==> src/rtl/mod_updown_counter.sv <==
// Modulo-N up/down counter with parallel load, synchronous clear, cascade tc and wrap/ovf flags.
// Build option: define MOD_UPDOWN_COUNTER_SATURATE_EN to pin at the bounds instead of wrapping.
module mod_updown_counter #(
   parameter int unsigned     WIDTH     = 4,
   parameter longint unsigned MODULUS   = 16,
   parameter longint unsigned RESET_VAL = 0
) (
   input  logic             clk,
   input  logic             reset_n,
   input  logic             clr,
   input  logic             load,
   input  logic [WIDTH-1:0] din,
   input  logic             en,
   input  logic             up,
   output logic [WIDTH-1:0] q,
   output logic             tc,
   output logic             wrap,
   output logic             ovf
);

   localparam logic [WIDTH:0]   MOD_EXT = (WIDTH+1)'(MODULUS);
   localparam logic [WIDTH:0]   ONE_EXT = (WIDTH+1)'(1);
   localparam logic [WIDTH:0]   TOP_EXT = MOD_EXT - ONE_EXT;
   localparam logic [WIDTH-1:0] TOP     = TOP_EXT[WIDTH-1:0];
   localparam logic [WIDTH-1:0] RST     = WIDTH'(RESET_VAL);

   logic [WIDTH-1:0] q_q, q_d;
   logic             wrap_q, wrap_d;
   logic             ovf_q, ovf_d;
   logic [WIDTH:0]   q_ext, inc, dec;
   logic             up_cross, dn_cross, crossing;

   // One extra bit keeps q+1 == MODULUS exact when MODULUS == 2^WIDTH.
   assign q_ext    = {1'b0, q_q};
   assign inc      = q_ext + ONE_EXT;
   assign dec      = q_ext - ONE_EXT;
   assign up_cross = (inc == MOD_EXT);
   assign dn_cross = dec[WIDTH];
   assign crossing = up ? up_cross : dn_cross;

   assign tc   = en & crossing;
   assign q    = q_q;
   assign wrap = wrap_q;
   assign ovf  = ovf_q;

   always_comb begin
      q_d    = q_q;
      wrap_d = 1'b0;
      ovf_d  = ovf_q;
      if (clr) begin
         q_d   = RST;
         ovf_d = 1'b0;
      end else if (load) begin
         q_d = ({1'b0, din} > TOP_EXT) ? TOP : din;
      end else if (en) begin
         if (crossing) begin
            wrap_d = 1'b1;
            ovf_d  = 1'b1;
`ifdef MOD_UPDOWN_COUNTER_SATURATE_EN
            q_d    = q_q;
`else
            q_d    = up ? '0 : TOP;
`endif
         end else begin
            q_d = up ? inc[WIDTH-1:0] : dec[WIDTH-1:0];
         end
      end
   end

   always_ff @(posedge clk or negedge reset_n) begin
      if (!reset_n) begin
         q_q    <= RST;
         wrap_q <= 1'b0;
         ovf_q  <= 1'b0;
      end else begin
         q_q    <= q_d;
         wrap_q <= wrap_d;
         ovf_q  <= ovf_d;
      end
   end

endmodule
==> config.mk <==
export PLATFORM = sky130hd
export DESIGN_NAME = mod_updown_counter
export DESIGN_NICKNAME = d
export VERILOG_FILES = /design/src/rtl/mod_updown_counter.sv
export SDC_FILE = /design/constraint.sdc
export NUM_CORES = 1
export LEC_CHECK = 0
export CAP_MARGIN = 15
export CORE_AREA = 10 10 47 49
export CTS_BUF_LIST = sky130_fd_sc_hd__clkbuf_4
export DETAILED_ROUTE_END_ITERATION = 16
export DIE_AREA = 0 0 57 59
export PLACE_DENSITY = 0.67
export SYNTH_ARGS = -nofsm -noshare
export SYNTH_HDL_FRONTEND = slang
export SYNTH_SLANG_ARGS = --single-unit
==> constraint.sdc <==
create_clock -name clk -period 3.8 [get_ports clk]
set_input_delay 1.14 -clock clk [delete_from_list [all_inputs] [get_ports clk]]
set_output_delay 1.14 -clock clk [all_outputs]
set_load 0.01 [all_outputs]
==> results of run 1 <==
==> layout make-up <==
cell class                      instances  area share, %
Inverter                                4           2.29
Clock buffer                            3           3.43
Multi-Input combinational cell         40           41.7
Timing Repair Buffer                   18           26.7
Tap cell                               16           3.05
Sequential cell                         6           22.9
==> state kept, by name, indices dropped and copies added, names as in the netlist <==
signal	cells
wrap	1
q	4
ovf	1
==> power breakdown <==
group	internal, mW	switching, mW
sequential	0.0691	0.00878
combinational	0.0388	0.0286
clock	0.0361	0.0283
total	0.144	0.0656
==> synth_stat cells (all sizes together), types with 2 or more instances <==
master / instances
nor2: 6
a21oi: 6
inv: 4
o22a: 3
o21ai: 3
xnor2: 2
nand2: 2
nand4: 2
dfrtp: 6
ha: 3
==> what timing repair did <==
action                                  in CTS  in global routing
buffers inserted                             0                  0
gates cloned                                 0                  0
gates resized for setup                      1                  4
endpoints found under the setup margin       1                  1
==> worst max path at each step <==
stage | endpoint | slack [ns] | cells past startpoint
2_1_floorplan | tc | 0.72 | 3
3_3_place_gp | tc | -0.27 | 5
3_5_place_dp | tc | -0.26 | 5
4_1_cts | tc | 0.01 | 5
5_1_grt | tc | 0.02 | 5
6_report | tc | 0.10 | 5
==> placed cells by master, fill, tap and decap left out, types with 2 or more instances in the layout <==
cell type / synthesis / layout
a21oi_1: 6 / 6
clkbuf_4: 0 / 3
o21ai_0: 3 / 2
clkdlybuf4s50_1: 0 / 15
nand2_1: 2 / 2
ha_1: 3 / 3
buf_4: 0 / 2
xnor2_1: 2 / 2
o22a_1: 2 / 2
nor2_1: 6 / 6
dfrtp_1: 6 / 6
inv_1: 4 / 4
nand4_1: 2 / 2
==> critical path, delay by kind of cell <==
family          cells  cell delay [ns]
simple gates        2             0.68
compound gates      1             0.08
buf+inv             2             0.66
==> logic make-up after synthesis <==
family                   share of synthesized area (%)
multiplexers                                      2.58
AO/OA/AOI/OAI                                     24.9
flip-flops                                        34.4
adder cells (fa/ha/maj)                           8.60
AND/OR/NAND/NOR                                   20.9
buffers and inverters                             4.58
XOR/XNOR                                          4.01
==> metal layers <==
| layer | vias to the layer above | track usage (%) | part of all wire (%) |
|---|---|---|---|
| met5 | - | 0 | 0 |
| met4 | 0 | 4.70 | 2.1 |
| met3 | 5 | 4.72 | 9.9 |
| met2 | 15 | 12.6 | 47 |
| met1 | 222 | 8.13 | 41 |
| li1 | 230 | - | - |
==> impl_metrics.toml, run 1 <==
[clocking]
cts_root_buffer = "clkbuf_4"
clock_pin_slew_on_the_worst_setup_and_hold_paths_ns = 0.05
tritoncts.num_buffers = 3
cts.sink_count = 6
ctsLongestPathBuffers = 2
clock_latency_ns = 0.26
h-tree-depth = 1
cts_hold_buffers = 0
cts_tree = "done"

[placement]
post-place-ws_ns = -0.260
hpwlAfterDp_um = 970
portBuffers = 16
dpl_cell_area_um2 = 627
placed_cells = 84
finalWeightedCongestion = 0.870

[cells_and_area]
ff_latch_area_um2 = 150
layout-drive-gt1-share_pct = 12.7
area_delta_synth_final_pct = 50.4
num-fill-cells = 137
instances_no_fill = 87
finalNetCount = 86
layout.cell_area.non_filler_um2 = 657
antenna-diode-count = 0
multi_input_comb_area_um2 = 274
post-route-util_pct = 46.9

[global_routing]
grt.overflow.total = 0
antenna_found_initial = 0
maximum_number_of_pins_on_one_net_before_global_route_repair = 10
number_of_global_route_vias_before_repair = 491
aggregate_global_route_resource_usage_pct = 8.02
grt_first_pass_wirelength_um = 2170

[critical_path]
start_kind = "input pin"
setup_slack_of_the_worst_register_to_register_path_ns = 2.05
worst_setup_path_end_kind = "output port"
r2r_start = "q[0]"
crit_arrival_ns = 2.56
worstSetupPathType = "input pin to output port"
critPathSlowestCell = "or4b_4"
cp_max_fo = 2
timing.rr.end = "q[3]"
worst_setup_path_startpoint = "up"
worst-r2r-cell-count = 6
cp_data_required_time_ns = 2.66
list_of_cells_traversed_by_the_critical_path = "clkdlybuf4s50_1, or4b_4, o21ai_2, and2_1, clkdlybuf4s15_1"
critPathMaxStageDelay_ns = 0.53

[logic_synthesis]
netlist-cell-type-count = 25
synth_seq_area_share_pct = 34.4
synth_fp_nets = 64
synthTopCellsByArea = "dfrtp_1 (34%), ha_1 (8.6%), a21oi_1 (6.9%)"
syn_avg_cell_area_um2 = 8.56
synthesis.instances = 51
register_bit_count_reported_by_yosys = 6
synthesis.area_um2 = 437
yosysTopAreaCell = "dfrtp_1"
synth_enable_flop_cells = 0
synth_top_flop_cell = "dfrtp_1"
yosysTopAreaCellShare_pct = 34.4
synth-async-reset-ratio_pct = 100
synthesis.yosys.warnings = 0

[detailed_routing]
count_of_tritonroute_iterations_in_the_first_routing_pass = 4
route.detailed.drc = 0
vias = 472
postRouteAntennaNets = 0
drt-wirelength-per-cell_um = 14.2
vias_per_cell = 5.43
initial_drc_count = 18
overall_routed_net_length_um = 1240

[sta]
tns_ns = 0
setup_violations = 0
finalWorstPathRequiredPeriod_ns = 3.70
max_slew.worst_pin.slew_ns = 0.599
f_max_ghz = 0.271
hold_ws_ns = 0.508
layout_setup_ws_ns = 0.104
timing.final.hold_violations = 0
maxSlewHeadroom_pct = 59.5
grt_setup_unrepaired = "no"
fin_skew_ns = 0.0115
final_min_period_over_clock_period_pct = 97.3
slew_viol_final = 0

[pwr]
power_density_mw_per_mm2 = 319
total_power_mw = 0.210
vdd_drop_max_uv = 154
total_leakage_power_nw = 0.295

[floorplan]
design.portCount = 17
die_w_um = 57
die_h_um = 59
floorplan.initialDensity_pct = 31.2
standard_cell_row_count = 14
core_mm2 = 0.00140
dieArea_mm2 = 0.00336

[worst_hold_path]
holdPathEnd = "ovf"
hold_start = "ovf"
whs_path_depth = 1
worstHoldPathType = "flip-flop to flip-flop"

[flow_run]
cap_viol_max_count = 0

[run_status]
run_status = "finished clean"
No activity file was read; power rests on OpenSTA's default activity.
==> run 2, diff against run 1 <==
--- a/config.mk
+++ b/config.mk
@@ -11,6 +11,7 @@
 export DETAILED_ROUTE_END_ITERATION = 16
 export DIE_AREA = 0 0 57 59
 export PLACE_DENSITY = 0.67
+export REMOVE_ABC_BUFFERS = 1
 export SYNTH_ARGS = -nofsm -noshare
 export SYNTH_HDL_FRONTEND = slang
 export SYNTH_SLANG_ARGS = --single-unit
==> run 2 against run 1 <==
Against the previous run: flip-flop and latch count unchanged; first-iteration DRC count down 89%; non-clock buffer count unchanged; clock skew down 0.010 ns; highest routed layer is now met3; critical path depth unchanged; critical endpoint unchanged; sequential power about the same.
==> impl_metrics.toml, run 2 (synthesis results as in run 1) <==
[cells_and_area]
largest_reg_flops = 4
layout-drive-gt1-share_pct = 12.7
finalNetCount = 86
area_delta_synth_final_pct = 50.1
layout_common_cells = "clkdlybuf4s50_1 (15), nor2_1 (6), a21oi_1 (6), dfrtp_1 (6), inv_1 (4)"
instances_no_fill = 87
post-route-util_pct = 46.8
layout_commonest_cell = "clkdlybuf4s50_1"
num-fill-cells = 148
antenna-diode-count = 0

[clocking]
cts_tree = "done"
cts_hold_buffers = 0
h-tree-depth = 1
cts_root_buffer = "clkbuf_4"
tritoncts.num_buffers = 3
cts.sink_count = 6
ctsLongestPathBuffers = 2
clock_latency_ns = 0.24
clock_pin_slew_on_the_worst_setup_and_hold_paths_ns = 0.04

[critical_path]
critPathSlowestCell = "or4b_1"
critPathMaxStageDelay_ns = 0.55
list_of_cells_traversed_by_the_critical_path = "clkdlybuf4s50_1, or4b_1, o21ai_2, and2_4, clkdlybuf4s15_1"
cp_max_fo = 2
cp_data_required_time_ns = 2.66
worstSetupPathType = "input pin to output port"
start_kind = "input pin"
crit_arrival_ns = 2.58
dominant_delay_contributor_by_cell_family_on_the_critical_path = "simple AND/OR/NAND/NOR gates"
critPathBufInv = 2
worst_setup_path_end_kind = "output port"
setup_slack_of_the_worst_register_to_register_path_ns = 2.03

[global_routing]
grt.overflow.total = 0
number_of_global_route_vias_before_repair = 482
grt_first_pass_wirelength_um = 2040
maximum_number_of_pins_on_one_net_before_global_route_repair = 10
antenna_found_initial = 0
aggregate_global_route_resource_usage_pct = 7.48

[sta]
slew_viol_final = 0
finalWorstPathRequiredPeriod_ns = 3.72
f_max_ghz = 0.269
setup_violations = 0
grt_setup_unrepaired = "no"
fin_skew_ns = 0.00143
final_min_period_over_clock_period_pct = 97.9
hold_ws_ns = 0.503
max_slew.worst_pin.slew_ns = 0.580
timing.final.hold_violations = 0
maxSlewHeadroom_pct = 60.8
layout_setup_ws_ns = 0.0816

[floorplan]
die_h_um = 59
floorplan.initialDensity_pct = 31.2
standard_cell_row_count = 14
core_mm2 = 0.00140
die_w_um = 57
design.portCount = 17
dieArea_mm2 = 0.00336

[detailed_routing]
initial_drc_count = 2
vias_per_cell = 5.28
drt-wirelength-per-cell_um = 13.5
route.detailed.drc = 0
postRouteAntennaNets = 0
count_of_tritonroute_iterations_in_the_first_routing_pass = 4
vias = 459
overall_routed_net_length_um = 1180

[pwr]
vdd_drop_max_uv = 217
portion_of_total_power_attributed_to_sequential_cells_pct = 38.7
combinationalPowerShare_pct = 32.9
total_leakage_power_nw = 0.295
internal-power_mw = 0.143
p_sw_mw = 0.0586
power_density_mw_per_mm2 = 308
sw_frac_of_total_pct = 29.1
clkPwrFrac_pct = 28.4

[placement]
portBuffers = 16
finalWeightedCongestion = 0.845
placed_cells = 84
post-place-ws_ns = -0.257
hpwlAfterDp_um = 976

[flow_run]
cap_viol_max_count = 0

[worst_hold_path]
worstHoldPathType = "flip-flop to flip-flop"

[run_status]
run_status = "finished clean"
-- run 2: cell count changes in the layout (fill, tap and decap cells not counted) --
cell / before / now
and2_1: 1 / 0
or4b_4: 1 / 0
or4b_1: 0 / 1
and2_4: 0 / 1
-- run 2: worst paths after layout --
path / startpoint / end / cells after the start
min in group asynchronous: reset_n / q[0] / 1
worst max register to register: q[0] / q[3] / 6
worst min-delay path: ovf / ovf / 1
max in group asynchronous: reset_n / wrap / 1
worst max-delay path: up / tc / 5
worst min register to register: ovf / ovf / 1
-- run 2: area by class of cell --
type / count / area (µm²) / area share, %
multi-input cells: 40 / 273 / 41.6
inverters: 4 / 15.0 / 2.29
repair buffers: 18 / 175 / 26.7
well taps: 16 / 20.0 / 3.05
clock buffers: 3 / 22.5 / 3.44
flip-flops and latches: 6 / 150 / 22.9
-- run 2: worst reg2reg max path, delay by kind of cell (launching register included) --
family	cells	cell delay [ns]
adders and majority gates	1	0.18
DFF	1	0.46
buffers and inverters	1	0.12
AOI/OAI and AO/OA	3	0.46
and+or+nand+nor	1	0.49
-- run 2: timing repair --
action	4_1_cts	5_1_grt
pin swaps	0	1
setup endpoints to repair	1	1
gates resized for setup	1	4
buffers inserted	0	0
-- run 2: power by group through the flow --
stage          combinational, mW  sequential (mW)  clock, mW
2_1_floorplan             0.0304           0.0793          0
3_3_place_gp              0.0652           0.0787          0
3_5_place_dp              0.0658           0.0788          0
4_1_cts                   0.0658           0.0779     0.0601
5_1_grt                   0.0740           0.0793     0.0662
6_report                  0.0664           0.0780     0.0572
-- run 2: metrics by stage --
step | setup TNS, ns | area, µm² | total power, mW
finish | 0 | 656 | 0.202
CTS | 0 | 648 | 0.204
global route | 0 | 656 | 0.219
global placement | -0.252 | 627 | 0.144
floorplan | 0 | 432 | 0.110
detailed placement | -0.257 | 627 | 0.145
-- run 2: routing by layer --
metal  share of wire, %  up-vias  wire length [µm]  GRT usage (%)
met5                  0        -                 0              0
met4                  0        0                 0           1.68
met3                8.8        0               103           5.79
met2                 45       15               532           11.5
met1                 46      215               541           7.98
li1                   -      229                 -              -
==> variant, RTL diff (flow settings as in run 2) <==
Add an input register stage for `clr`, `load`, `din`, `en` and `up`, without a reset; this delays them by one clock.
--- a/src/rtl/mod_updown_counter.sv
+++ b/src/rtl/mod_updown_counter.sv
@@ -25,4 +25,18 @@
    localparam logic [WIDTH-1:0] RST     = WIDTH'(RESET_VAL);
 
+   logic clr_q;
+   logic load_q;
+   logic [WIDTH-1:0] din_q;
+   logic en_q;
+   logic up_q;
+
+   always_ff @(posedge clk) begin
+      clr_q  <= clr;
+      load_q <= load;
+      din_q  <= din;
+      en_q   <= en;
+      up_q   <= up;
+   end
+
    logic [WIDTH-1:0] q_q, q_d;
    logic             wrap_q, wrap_d;
@@ -37,7 +51,7 @@
    assign up_cross = (inc == MOD_EXT);
    assign dn_cross = dec[WIDTH];
-   assign crossing = up ? up_cross : dn_cross;
+   assign crossing = up_q ? up_cross : dn_cross;
 
-   assign tc   = en & crossing;
+   assign tc   = en_q & crossing;
    assign q    = q_q;
    assign wrap = wrap_q;
@@ -48,10 +62,10 @@
       wrap_d = 1'b0;
       ovf_d  = ovf_q;
-      if (clr) begin
+      if (clr_q) begin
          q_d   = RST;
          ovf_d = 1'b0;
-      end else if (load) begin
-         q_d = ({1'b0, din} > TOP_EXT) ? TOP : din;
-      end else if (en) begin
+      end else if (load_q) begin
+         q_d = ({1'b0, din_q} > TOP_EXT) ? TOP : din_q;
+      end else if (en_q) begin
          if (crossing) begin
             wrap_d = 1'b1;
@@ -60,8 +74,8 @@
             q_d    = q_q;
 `else
-            q_d    = up ? '0 : TOP;
+            q_d    = up_q ? '0 : TOP;
 `endif
          end else begin
-            q_d = up ? inc[WIDTH-1:0] : dec[WIDTH-1:0];
+            q_d = up_q ? inc[WIDTH-1:0] : dec[WIDTH-1:0];
          end
       end
Check against the original RTL: not equivalent (a bounded check fails within 4 cycles, from zero or initial values and one cycle with reset_n low).
==> variant against run 2 <==
- synthesized area rose by 41%
- final area rose by 24%
- worst setup slack improved by 240 ps
- clock skew barely moved
- largest cell class is now sequential cells
- critical path depth rose by 1
- total power rose by 50%
- count of clock-buffer cells in the layout did not move
- sequential cell count rose by 8
- critical path type is now flip-flop to output port
- wire length rose by 6.2%
- worst hold slack got worse by 54 ps
- non-clock buffer count fell by 2
==> variant: results (changes against run 2) <==
status: "complete, no violations"
fillers: 128  # -14%
drive_above_1_share: 0.1200  # -0.006761
place_area_um2: 785.8  # +25%
crit_path_top_delay_cell: "clkdlybuf4s50_1"
tightest_slew_ps: 345.8  # -233.8 ps
synth_common_cells: "dfxtp_1, dfrtp_1, inv_1"
reg2reg_depth: 5  # -1
wl_met1_um: 543  # +0.37%
grt_max_degree: 12  # +2
grtUsageTotal: 0.07963  # +0.004819
reg2reg_to: "ovf"
dp_worst_setup_slack_ps: 617.9  # +875.0 ps
top_layer: "met4"
first_global_vias: 471  # -2.3%
finalClockSkew_ps: 1.689  # +0.2565 ps
synthAdderAreaFrac: 0.06098  # -0.02498
layout.nets: 89  # +3.5%
cp-start-kind: "flip-flop"
hold_end: "q[0]"
wl_met3_um: 69  # -33%
fin_cells: 91  # +4.6%
critPathTopFamily: "buffers and inverters"
ys_seq_area_frac: 0.5041  # +0.1602
synth_area_leaders: "dfxtp_1, dfrtp_1, ha_1"
dp_hpwl_um: 972  # -0.42%
gp_congestion: 0.7334  # -13%
dr_wl_met2_um: 610  # +15%
cp_data_arrival_time_ps: 2340  # -240 ps
grtUsageMet3: 0.02790  # -0.03004
[variant: cell types whose count changed after synthesis, moves of 2 or more]
cell             run 2  this run
a21oi_1              6         2
dfxtp_1              0         8
nand3b_1             0         2
nand4_1              2         0
nor2_1               6         3
o22a_1               2         0
xnor2_1              2         0
[variant: layout make-up]
| type | count | area [um2] | area share |
|---|---|---|---|
| tap | 16 | 20.02 | 0.02465 |
| multi-input combinational | 36 | 276.5 | 0.3405 |
| clock inverter | 1 | 3.754 | 0.004622 |
| sequential | 14 | 310.3 | 0.3821 |
| timing repair buffer | 16 | 160.2 | 0.1972 |
| clock buffer | 3 | 22.52 | 0.02773 |
| inverter | 5 | 18.77 | 0.02311 |
[variant: where the power goes]
| group | internal, uW | switching (uW) |
|---|---|---|
| clock | 38.2 | 49.0 |
| sequential | 156 | 12.9 |
| combinational | 29.8 | 17.3 |
| total | 224 | 79.2 |
[variant: tightest hold or removal path, delay by kind of cell, from the launching register on]
family	cells	cell delay [ps]
compound gates	1	50
flops	1	300
simple gates	1	70
